File: config.mk
export PLATFORM = sky130hd
export DESIGN_NAME = counter_seq_ctrl
export DESIGN_NICKNAME = d
export VERILOG_FILES = /design/src/rtl/counter_seq_ctrl.sv
export SDC_FILE = /design/constraint.sdc
export NUM_CORES = 1
export LEC_CHECK = 0
export BUFFER_PORTS_ARGS = -buffer_cell sky130_fd_sc_hd__buf_2
export CAP_MARGIN = 20
export CORE_MARGIN = 8
export CORE_UTILIZATION = 66
export DETAILED_ROUTE_END_ITERATION = 8
export PLACE_DENSITY = 0.87
export SYNTH_ARGS = -nofsm -noshare
export SYNTH_HDL_FRONTEND = slang
export SYNTH_SLANG_ARGS = --single-unit
export TNS_END_PERCENT = 10
File: constraint.sdc
create_clock -name CLOCK_50 -period 4.36 [get_ports CLOCK_50]
set_input_delay 0.436 -clock CLOCK_50 [delete_from_list [all_inputs] [get_ports CLOCK_50]]
set_output_delay 0.436 -clock CLOCK_50 [all_outputs]
set_load 0.02 [all_outputs]
File: src/rtl/counter_seq_ctrl.sv
// Front-panel controller for the loadable counter: debounces KEY presses into load/step strobes
// and adds an auto-step RUN mode with stop detection. Define STEP_COUNT_EN to add the step_total output.
module counter_seq_ctrl #(
    parameter int WIDTH      = 4,
    parameter int DEB_CYCLES = 500000,
    parameter int RUN_DIV    = 25000000
) (
    input  logic             CLOCK_50,
    input  logic             RESET,
    input  logic             key_load_n,
    input  logic             key_step_n,
    input  logic             key_run_n,
    input  logic [WIDTH-1:0] load_val,
    input  logic [WIDTH-1:0] stop_val,
    input  logic             stop_en,
    input  logic [WIDTH-1:0] cnt_q,
    output logic             cnt_load,
    output logic [WIDTH-1:0] cnt_d,
    output logic             cnt_step,
    output logic             running,
    output logic             done
`ifdef STEP_COUNT_EN
    ,
    output logic [7:0]       step_total
`endif
);

    localparam int DEB_W = (DEB_CYCLES > 1) ? $clog2(DEB_CYCLES) : 1;
    localparam int DIV_W = (RUN_DIV > 1) ? $clog2(RUN_DIV) : 1;

    typedef enum logic [2:0] {IDLE, LOAD, STEP, RUN, RUN_STEP} state_t;

    state_t             state_reg, state_next;
    logic [DIV_W-1:0]   div_reg, div_next;
    logic [WIDTH-1:0]   cnt_d_reg, cnt_d_next;
    logic               done_reg, done_next;
    logic [2:0]         key_raw_n;
    logic [2:0]         press_evt;
    logic               load_evt, step_evt, run_evt, tick;

    // Key index: 0 = load, 1 = step, 2 = run
    assign key_raw_n = {key_run_n, key_step_n, key_load_n};

    generate
        for (genvar gi = 0; gi < 3; gi++) begin : g_key
            logic             sync1_reg, sync2_reg, level_reg, level_prev_reg;
            logic [DEB_W-1:0] deb_cnt_reg;

            always_ff @(posedge CLOCK_50 or posedge RESET) begin
                if (RESET) begin
                    sync1_reg      <= 1'b1;
                    sync2_reg      <= 1'b1;
                    level_reg      <= 1'b1;
                    level_prev_reg <= 1'b1;
                    deb_cnt_reg    <= '0;
                end else begin
                    sync1_reg      <= key_raw_n[gi];
                    sync2_reg      <= sync1_reg;
                    level_prev_reg <= level_reg;
                    // Level flips only after DEB_CYCLES consecutive disagreeing samples
                    if (sync2_reg != level_reg) begin
                        if (deb_cnt_reg == DEB_W'(DEB_CYCLES - 1)) begin
                            level_reg   <= sync2_reg;
                            deb_cnt_reg <= '0;
                        end else begin
                            deb_cnt_reg <= deb_cnt_reg + DEB_W'(1);
                        end
                    end else begin
                        deb_cnt_reg <= '0;
                    end
                end
            end

            assign press_evt[gi] = level_prev_reg & ~level_reg;
        end
    endgenerate

    assign load_evt = press_evt[0];
    assign step_evt = press_evt[1];
    assign run_evt  = press_evt[2];
    assign tick     = (div_reg == DIV_W'(RUN_DIV - 1));

    always_comb begin
        state_next = state_reg;
        cnt_d_next = cnt_d_reg;
        done_next  = 1'b0;
        div_next   = '0;
        case (state_reg)
            IDLE: begin
                if (load_evt) begin
                    state_next = LOAD;
                    cnt_d_next = load_val;
                end else if (run_evt) begin
                    state_next = RUN;
                end else if (step_evt) begin
                    state_next = STEP;
                end
            end
            LOAD:     state_next = IDLE;
            STEP:     state_next = IDLE;
            RUN: begin
                div_next = tick ? '0 : div_reg + DIV_W'(1);
                // Key events outrank a coincident tick
                if (load_evt) begin
                    state_next = LOAD;
                    cnt_d_next = load_val;
                end else if (run_evt) begin
                    state_next = IDLE;
                end else if (tick) begin
                    if (stop_en && (cnt_q == stop_val)) begin
                        state_next = IDLE;
                        done_next  = 1'b1;
                    end else begin
                        state_next = RUN_STEP;
                    end
                end
            end
            RUN_STEP: begin
                div_next   = div_reg + DIV_W'(1);
                state_next = RUN;
            end
            default:  state_next = IDLE;
        endcase
    end

    always_ff @(posedge CLOCK_50 or posedge RESET) begin
        if (RESET) begin
            state_reg <= IDLE;
            div_reg   <= '0;
            cnt_d_reg <= '0;
            done_reg  <= 1'b0;
        end else begin
            state_reg <= state_next;
            div_reg   <= div_next;
            cnt_d_reg <= cnt_d_next;
            done_reg  <= done_next;
        end
    end

    assign cnt_load = (state_reg == LOAD);
    assign cnt_step = (state_reg == STEP) || (state_reg == RUN_STEP);
    assign running  = (state_reg == RUN) || (state_reg == RUN_STEP);
    assign cnt_d    = cnt_d_reg;
    assign done     = done_reg;

`ifdef STEP_COUNT_EN
    logic [7:0] step_total_reg;

    always_ff @(posedge CLOCK_50 or posedge RESET) begin
        if (RESET) begin
            step_total_reg <= '0;
        end else if (cnt_load) begin
            step_total_reg <= '0;
        end else if (cnt_step && (step_total_reg != 8'hFF)) begin
            step_total_reg <= step_total_reg + 8'd1;
        end
    end

    assign step_total = step_total_reg;
`endif

endmodule
-- Yosys cells after proc, flatten, opt, wreduce, memory -nomap -nowiden
Cells that the tools add are included.
- $add $sub $neg: 4
- $mul: 0
- divide/modulo/power cells: 0
- order comparisons: 0
- eq/ne operators: 14
- shift operators: 0
- multiplexer cells: 21
- bitwise operators: 6
- reduce and logical (&&, ||, !) cells: 10
- operator list (operator ; count):
    19-bit two-way mux ; 6
    19-bit by 1-bit adder with 19-bit output, second input constant ; 3
    19-bit == test, second input constant ; 3
    25-bit one-hot mux with 2 select lines ; 1
    25-bit by 1-bit adder with 25-bit output, second input constant ; 1
    25-bit == test, second input constant ; 1
    25-bit two-way mux ; 1
    3-bit two-way mux ; 7
    2-bit AND reduction ; 5
    3-bit one-hot mux with 3 select lines ; 1
    4-bit inequality test, second input constant ; 2
    3-bit by 2-bit == test with 1-bit output, second input constant ; 2
    1-bit two-way mux ; 5
    4-bit == test ; 1
    1-bit bitwise AND ; 3
    3-bit by 1-bit == test with 1-bit output, second input constant ; 1
    3-bit == test, second input constant ; 1
    3-bit logical NOT ; 1
    1-bit inequality test ; 3
    1-bit inverter ; 3
    1-bit logical OR ; 2
    2-bit OR reduction ; 1
    1-bit logical AND ; 1
- register bits after elaboration: 102
- bits in latches: 0
- bits in writable memories: 0
- bits in read-only memories: 0
- input bits: 18
- output and inout port bits: 8
- logic and storage cells: 74
- memories: 0

-- Longest topological paths before layout
Gate-level depths: netlist of the first run.
- depth in word-level cells: 7
- gate-level depth with buffers: 7
- mapped depth without buffers: 5

-- Least setup slack after synthesis of the first run
OpenSTA, ideal clock, no wires.
- kind: reg-to-reg
- from: register g_key[0].deb_cnt_reg[11]
- to: register g_key[0].deb_cnt_reg[10]
- setup time: 119 ps
- data arrival time: 1899 ps
- data required time: 4241 ps
- path slack: 2343 ps
- stages on the path, launching flop included: 6
- path buffers: 1
- period minus slack after synthesis: 2017 ps
- path through: dfrtp_1 or4_1 or4_4 o21ai_4 buf_6 nor2_1
- word-level cells in the longest chain between the ends: 3
- ends and longest elaborated chain (element ; line ; RTL):
    start: declaration ; 47 ; logic [DEB_W-1:0] deb_cnt_reg;
    start signal: assignment ; 66 ; deb_cnt_reg <= deb_cnt_reg + DEB_W'(1);
    19-bit == test ; 62 ; if (deb_cnt_reg == DEB_W'(DEB_CYCLES - 1)) begin
    19-bit two-way mux ; 62 ;
    19-bit two-way mux ; 61 ; if (sync2_reg != level_reg) begin
No other way between the ends.
A chain may end at the register's enable or synchronous reset.

-- Worst setup path in the final report of the first run
- from: register state_reg[0]
- to: output running
- word-level cells in the longest chain between the ends: 2
- elaborated cells between the ends (all ways): 3
- classes of those cells: eq/ne: 2; reduce/logical: 1
- ends and longest elaborated chain (element ; line ; RTL):
    start: declaration ; 33 ; state_t state_reg, state_next;
    start signal: assignment ; 133 ; state_reg <= state_next;
    3-bit by 2-bit == test with 1-bit output or 3-bit == test (tied branches) ; 142 ; assign running = (state_reg == RUN) || (state_reg == RUN_STEP);
    1-bit logical OR * ; 142 ;
    end: declaration ; 20 ; output logic running,
Mark *: on every way between the ends. The rest lies on a longest branch, timed or not.

==> metrics.log, run 1 <==
INFO  metric route.final.wire_length = 9870 um
INFO  metric yosys.area_share.simple = 24.9%
INFO  metric clock-skew-final = 0.00937 ns
INFO  metric groute.usage.overall = 18.8%
INFO  metric first_global_vias = 3837
INFO  metric post-synth-top-area-cell = sky130_fd_sc_hd__dfrtp_1
INFO  metric synth.area.top_cells = sky130_fd_sc_hd__dfrtp_1, sky130_fd_sc_hd__dfstp_2, sky130_fd_sc_hd__xnor2_1, sky130_fd_sc_hd__xor2_1, sky130_fd_sc_hd__nor2_1
INFO  metric grt_use_met1 = 22.6%
INFO  metric initial_antenna_violation_count = 0
INFO  metric coreArea = 7570 um^2
INFO  metric via_cell_ratio = 6.19
INFO  metric synth.top_cells.by_count = sky130_fd_sc_hd__dfrtp_1, sky130_fd_sc_hd__nor2_1, sky130_fd_sc_hd__nand2_1
INFO  metric initial_core_util = 67.0%
INFO  metric floorplan.die_area = 10700 um^2
INFO  metric synth_area_per_cell = 10.0 um^2
INFO  metric grt_overflow = 0
INFO  metric globalRouteMet2Util = 31.8%
INFO  metric crit-reg2reg-capture = div_reg[1]
INFO  metric synth_warnings = 0
INFO  metric final_count_of_hold_timing_violations = 0
INFO  metric worst_slack = 1.88 ns
INFO  metric worst_setup_path_end_kind = output port
INFO  metric clkSlewWorstSetupHoldPaths = 0.09 ns
INFO  metric timing.critical_path.arrival = 2.04 ns
INFO  metric ff2ff_path_depth = 5
INFO  metric critical_path.reg2reg.startpoint = div_reg[2]
INFO  metric fill_cells = 507
INFO  metric hold_class = in2async
INFO  metric global_route_wire_length_before_repair = 17200 um
INFO  metric setup.worst_path.class = reg2out
INFO  metric mappedNetlistArea = 5070 um^2
INFO  metric grt_max_degree = 53
INFO  metric first_pass_iters = 5
INFO  metric flow.area_growth_from_synthesis = 8.41%
INFO  metric worst_skew_pair.late_latency = 0.36 ns
INFO  metric ys_ff_latch = 102
INFO  metric synthesis.nets = 527
INFO  metric max_cap_viol = 0
INFO  metric seq_area_frac_synth = 50.6%
INFO  metric final_cycle_utilization_of_the_critical_path = 56.8%
INFO  metric cts-htree-levels = 3
INFO  metric insertedDiodeCount = 0
INFO  metric drv_slew = 0
INFO  metric synth_top_family_by_area = simple AND/OR/NAND/NOR gates
INFO  metric final_period_minus_worst_setup_slack = 2.48 ns
INFO  metric postRouteAntennaNets = 0
INFO  metric ff2ff_setup_slack = 2.01 ns
INFO  metric power_density = 301 nW/um^2
INFO  metric crit_start = state_reg[0]
INFO  metric finalWeightedCongestion = 0.837
INFO  metric number_of_core_rows = 32
INFO  metric synth_enable_flop_cells = 0
INFO  metric synthXorXnorAreaFrac = 9.33%
INFO  metric design.portCount = 26
INFO  metric share_of_layout_cells_above_drive_strength_1 = 13.9%
INFO  metric cts_made_buffers = 9
INFO  metric synthMostInstantiatedCell = sky130_fd_sc_hd__dfrtp_1
INFO  metric crit_fanout = 26
INFO  metric required_time_of_the_worst_setup_path = 3.92 ns
INFO  metric post_dr_wirelength_cell = 15.5 um
INFO  metric timing.fmax = 404 MHz
INFO  metric use_met3 = 4.52%
INFO  metric post_synth_inst_count = 505
INFO  metric synth.area.mux_share = 1.55%
INFO  metric layout.core_utilization = 72.7%
INFO  metric final.setup.tns = 0 ns
INFO  metric route.detailed.drc = 0
INFO  metric synth_cell_type_count = 51
INFO  metric die_w = 104 um
INFO  metric die_h = 104 um
INFO  metric largest_reg_flops = 57
INFO  metric final_nets = 550
INFO  metric setup_viol_count_final = 0
INFO  metric synth_compound_area_share = 10.0%
INFO  metric synth_top_area_share = 44.4%
INFO  metric post_synth_fa_ha_maj_area_fraction = 0.987%
INFO  metric grt.busiest_layer = met2
INFO  metric post-place-ws = 2.10 ns
INFO  metric cts.repair.resized = 0
INFO  metric cts_hold_buffers = 0
INFO  metric routed-via-count = 3928
INFO  metric vdd_ir_drop_max = 0.000265 V
INFO  metric dp_hpwl = 6900 um
INFO  metric power = 0.00166 W
INFO  metric clock-sinks = 102
INFO  metric synth_flop_type = sky130_fd_sc_hd__dfrtp_1
INFO  metric startpoint_type = flip-flop
INFO  metric cts_setup_buffers = 0
INFO  metric run_status = finished, final reports clean
INFO  metric transition_time_at_the_pin_with_the_least_slew_margin = 0.837 ns
INFO  metric asyncSetResetFlopFracSynth = 100%
INFO  metric portBuffers = 25
INFO  metric grt_setup_unrepaired = no
INFO  metric cts_tree = built
INFO  metric clock_tree.buffer_depth = 2
INFO  metric cts-root-buf = sky130_fd_sc_hd__clkbuf_8
INFO  metric maxSlewHeadroom = 44.1%
INFO  metric power_leakage = 2.18 nW
INFO  metric worst_hold_slack = 0.143 ns
INFO  metric dr.first_iter.drc_count = 169
layout by cell type (no fill, tap or decap), drive strengths merged, types with 3 or more instances in the layout:
cell and instances:
a21oi 25, a22oi 10, and2 6, and3 6
and4 9, buf 28, clkbuf 11, dfrtp 90
dfstp 12, ha 4, inv 18, mux2 7
nand2 34, nand2b 3, nand3 31, nand4 15
nor2 52, nor3 7, nor4 17, nor4b 3
nor4bb 3, o21ai 19, o2bb2a 3, o31a 3
o31ai 12, or3 17, or4 12, xnor2 29
xor2 25
logic make-up after synthesis:
kind of cell | count (synthesis)
flip-flops | 102
multiplexers | 7
AND/OR/NAND/NOR | 228
adder cells (fa/ha/maj) | 4
AO/OA/AOI/OAI | 78
XOR/XNOR | 54
buffers and inverters | 32
final cells by class:
cell class                 count  area, um^2  area share, %
multi-input combinational    371        2370           43.1
clock inverter                 5        65.1           1.18
inverter                      16        62.6           1.14
tap                          102         128           2.32
sequential                   102        2570           46.7
timing repair buffer          28         151           2.75
clock buffer                  11         151           2.75
worst max path at each step:
stage | endpoint | slack [ns] | cells after the start
after detailed placement | div_reg[23] | 2.10 | 5
final | running | 1.88 | 4
after CTS | running | 1.88 | 4
after global routing | running | 1.73 | 4
after global placement | g_key[1].deb_cnt_reg[7] | 2.18 | 4
after floorplan | cnt_d[0] | 1.27 | 1
critical path: stages (launching register included):
cell                      delay, ns
sky130_fd_sc_hd__dfrtp_1       0.48
sky130_fd_sc_hd__nor2_1        0.20
sky130_fd_sc_hd__nand2_1       0.53
sky130_fd_sc_hd__nand2_1       0.27
sky130_fd_sc_hd__buf_2         0.20
metal layers:
| metal | wire length [um] | share of wire, % | vias to the layer above |
|---|---|---|---|
| li1 | - | - | 1881 |
| met1 | 4210 | 43 | 1928 |
| met2 | 5010 | 51 | 102 |
| met3 | 478 | 4.8 | 17 |
| met4 | 167 | 1.7 | 0 |
| met5 | 0 | 0 | - |
power breakdown:
group | internal (W) | switching, W | total [W] | leakage, nW
Clock | 0.000303 | 0.000322 | 0.000625 | 0.104
Combinational | 0.0000196 | 0.0000424 | 0.0000620 | 0.713
Sequential | 0.000959 | 0.00000963 | 0.000969 | 1.37
metrics by stage:
step	std cells	area, um^2
after global routing	635	5500
after global placement	618	5270
after CTS	635	5500
final	635	5500
after detailed placement	619	5280
after floorplan	505	5070
(Power assumes the default switching activity.)
==> inputs of run 2 (changes only) <==
- CORE_UTILIZATION: 66 -> 55
- PLACE_DENSITY: 0.87 -> 0.78
- clock period: 4.36 -> 2.2 ns (I/O delays scaled with it)
==> metrics.log, run 2 (synthesis gave the netlist of run 1 again) <==
INFO  metric run_status = finished, violations left
INFO  metric failed_checks = hold timing
INFO  metric floorplan.die_area = 12500 um^2
INFO  metric grt_setup_unrepaired = no
INFO  metric maxSlewHeadroom = 49.9%
INFO  metric cts_made_buffers = 9
INFO  metric power_leakage = 2.27 nW
INFO  metric list_of_cells_traversed_by_the_critical_path = or4bb_1 > or4_4 > o21ai_4 > buf_4 > a21oi_1
INFO  metric initial_core_util = 55.7%
INFO  metric groute.usage.overall = 16.8%
INFO  metric power_density = 580 nW/um^2
INFO  metric grt_max_degree = 44
INFO  metric largest_reg_flops = 57
INFO  metric first_global_vias = 3887
INFO  metric cts-root-buf = sky130_fd_sc_hd__clkbuf_8
INFO  metric finalWeightedCongestion = 0.861
INFO  metric drv_slew = 0
INFO  metric worst_setup_path_end_kind = flip-flop
INFO  metric portBuffers = 25
INFO  metric worst_hold_slack = -0.0328 ns
INFO  metric post_layout_nonfiller_instances = 662
INFO  metric critical_path.reg2reg.startpoint = g_key[0].deb_cnt_reg[5]
INFO  metric setup_viol_count_final = 0
INFO  metric crit-reg2reg-capture = g_key[0].deb_cnt_reg[18]
INFO  metric timing.fmax = 490 MHz
INFO  metric cts.repair.resized = 0
INFO  metric biggest_cell_delay_along_the_critical_path = 0.55 ns
INFO  metric startpoint_type = flip-flop
INFO  metric post_dr_wirelength_cell = 14.9 um
INFO  metric required_time_of_the_worst_setup_path = 2.44 ns
INFO  metric route.final.wire_length = 9880 um
INFO  metric ff2ff_setup_slack = 0.16 ns
INFO  metric grt_overflow = 0
INFO  metric placement.cell_area = 5430 um^2
INFO  metric clkSlewWorstSetupHoldPaths = 0.09 ns
INFO  metric postRouteAntennaNets = 0
INFO  metric cts_tree = built
INFO  metric initial_antenna_violation_count = 0
INFO  metric route.detailed.drc = 0
INFO  metric coreArea = 9110 um^2
INFO  metric finalInstanceArea = 5660 um^2
INFO  metric ff2ff_path_depth = 5
INFO  metric die_h = 112 um
INFO  metric final_cycle_utilization_of_the_critical_path = 92.7%
INFO  metric dp_cells = 643
INFO  metric insertedDiodeCount = 0
INFO  metric dp_hpwl = 7130 um
INFO  metric hold_class = in2async
INFO  metric clock-skew-final = 0.00589 ns
INFO  metric final_nets = 568
INFO  metric layout.cells.most_common_list = sky130_fd_sc_hd__dfrtp_1, sky130_fd_sc_hd__nor2_1, sky130_fd_sc_hd__nand2_1, sky130_fd_sc_hd__nand3_1, sky130_fd_sc_hd__xnor2_1
INFO  metric timing.critical_path.arrival = 2.28 ns
INFO  metric final_period_minus_worst_setup_slack = 2.04 ns
INFO  metric dr.first_iter.drc_count = 159
INFO  metric worst_path_slowest_cell = sky130_fd_sc_hd__or4_4
INFO  metric die_w = 112 um
INFO  metric cts-htree-levels = 3
INFO  metric first_pass_iters = 7
INFO  metric final.setup.tns = 0 ns
INFO  metric share_of_layout_cells_above_drive_strength_1 = 16.0%
INFO  metric routed-via-count = 3889
INFO  metric worst_skew_pair.late_latency = 0.37 ns
INFO  metric max_cap_viol = 0
INFO  metric final_count_of_hold_timing_violations = 29
INFO  metric clock_tree.buffer_depth = 2
INFO  metric flow.area_growth_from_synthesis = 11.7%
INFO  metric design.portCount = 26
INFO  metric clock-sinks = 102
INFO  metric transition_time_at_the_pin_with_the_least_slew_margin = 0.750 ns
INFO  metric global_route_wire_length_before_repair = 17600 um
INFO  metric vdd_ir_drop_max = 0.000409 V
INFO  metric setup.worst_path.class = reg2reg
INFO  metric crit_fanout = 6
INFO  metric layout.cells.most_common = sky130_fd_sc_hd__dfrtp_1
INFO  metric via_cell_ratio = 5.87
INFO  metric number_of_core_rows = 35
run 2: cell types whose count changed in the layout (fill, tap and decap cells not counted):
cell / change
sky130_fd_sc_hd__buf_12: +2
sky130_fd_sc_hd__inv_8: -1
sky130_fd_sc_hd__inv_6: +2
sky130_fd_sc_hd__buf_4: +14
sky130_fd_sc_hd__dlygate4sd3_1: +3
sky130_fd_sc_hd__inv_4: -1
sky130_fd_sc_hd__clkbuf_1: +1
sky130_fd_sc_hd__buf_6: -1
sky130_fd_sc_hd__clkbuf_8: -1
run 2: worst max path at each step:
stage | from | endpoint | slack (ns) | cells after the start
2_1_floorplan | g_key[0].deb_cnt_reg[11] | g_key[0].deb_cnt_reg[7] | 0.18 | 5
3_3_place_gp | g_key[0].deb_cnt_reg[11] | g_key[0].deb_cnt_reg[14] | 0.22 | 5
3_5_place_dp | g_key[0].deb_cnt_reg[5] | g_key[0].deb_cnt_reg[14] | 0.18 | 5
4_1_cts | g_key[0].deb_cnt_reg[5] | g_key[0].deb_cnt_reg[14] | 0.16 | 5
5_1_grt | g_key[0].deb_cnt_reg[8] | g_key[0].deb_cnt_reg[11] | 0.07 | 5
6_report | g_key[0].deb_cnt_reg[5] | g_key[0].deb_cnt_reg[18] | 0.16 | 5
run 2: cell type report:
type                    count  area (um^2)
clock buffers              11          141
clock inverters             5         63.8
fillers                   765         3450
inverters                  16         63.8
multi-input cells         371         2370
flip-flops and latches    102         2570
well taps                 111          139
repair buffers             46          315
run 2: power by group:
group	leakage [nW]	switching [W]	internal (W)
registers	1.37	0.0000188	0.00190
logic	0.800	0.0000860	0.0000512
clock network	0.101	0.000658	0.000571
run 2: per-stage QoR:
step	utilization [%]	worst slack, ns	total power [W]
floorplan	-	0.183	0.00204
global placement	59.6	0.216	0.00209
detailed placement	59.6	0.180	0.00209
CTS	62.2	0.155	0.00331
global route	62.2	0.0654	0.00340
finish	62.2	0.161	0.00329
run 2: routing by layer:
| metal | GRT usage (%) | vias to the layer above | part of all wire [%] | wire length (um) |
|---|---|---|---|---|
| met5 | 0 | - | 0 | 0 |
| met4 | 5.76 | 0 | 1.5 | 146 |
| met3 | 4.35 | 14 | 4.1 | 410 |
| met2 | 28.4 | 70 | 50 | 4920 |
| met1 | 20.7 | 1888 | 45 | 4410 |
| li1 | - | 1917 | - | - |
run 2: timing repair:
| action | CTS | global route |
|---|---|---|
| buffers inserted | 0 | 0 |
| hold buffers | 3 | 0 |
| endpoints found under the hold margin | 3 | 0 |
run 2: critical path: cells and delay by family (launching register included):
| family | cells | cell delay, ns |
|---|---|---|
| AO/OA/AOI/OAI | 2 | 0.26 |
| buffers and inverters | 1 | 0.18 |
| AND/OR/NAND/NOR | 2 | 1.04 |
| flip-flops | 1 | 0.45 |
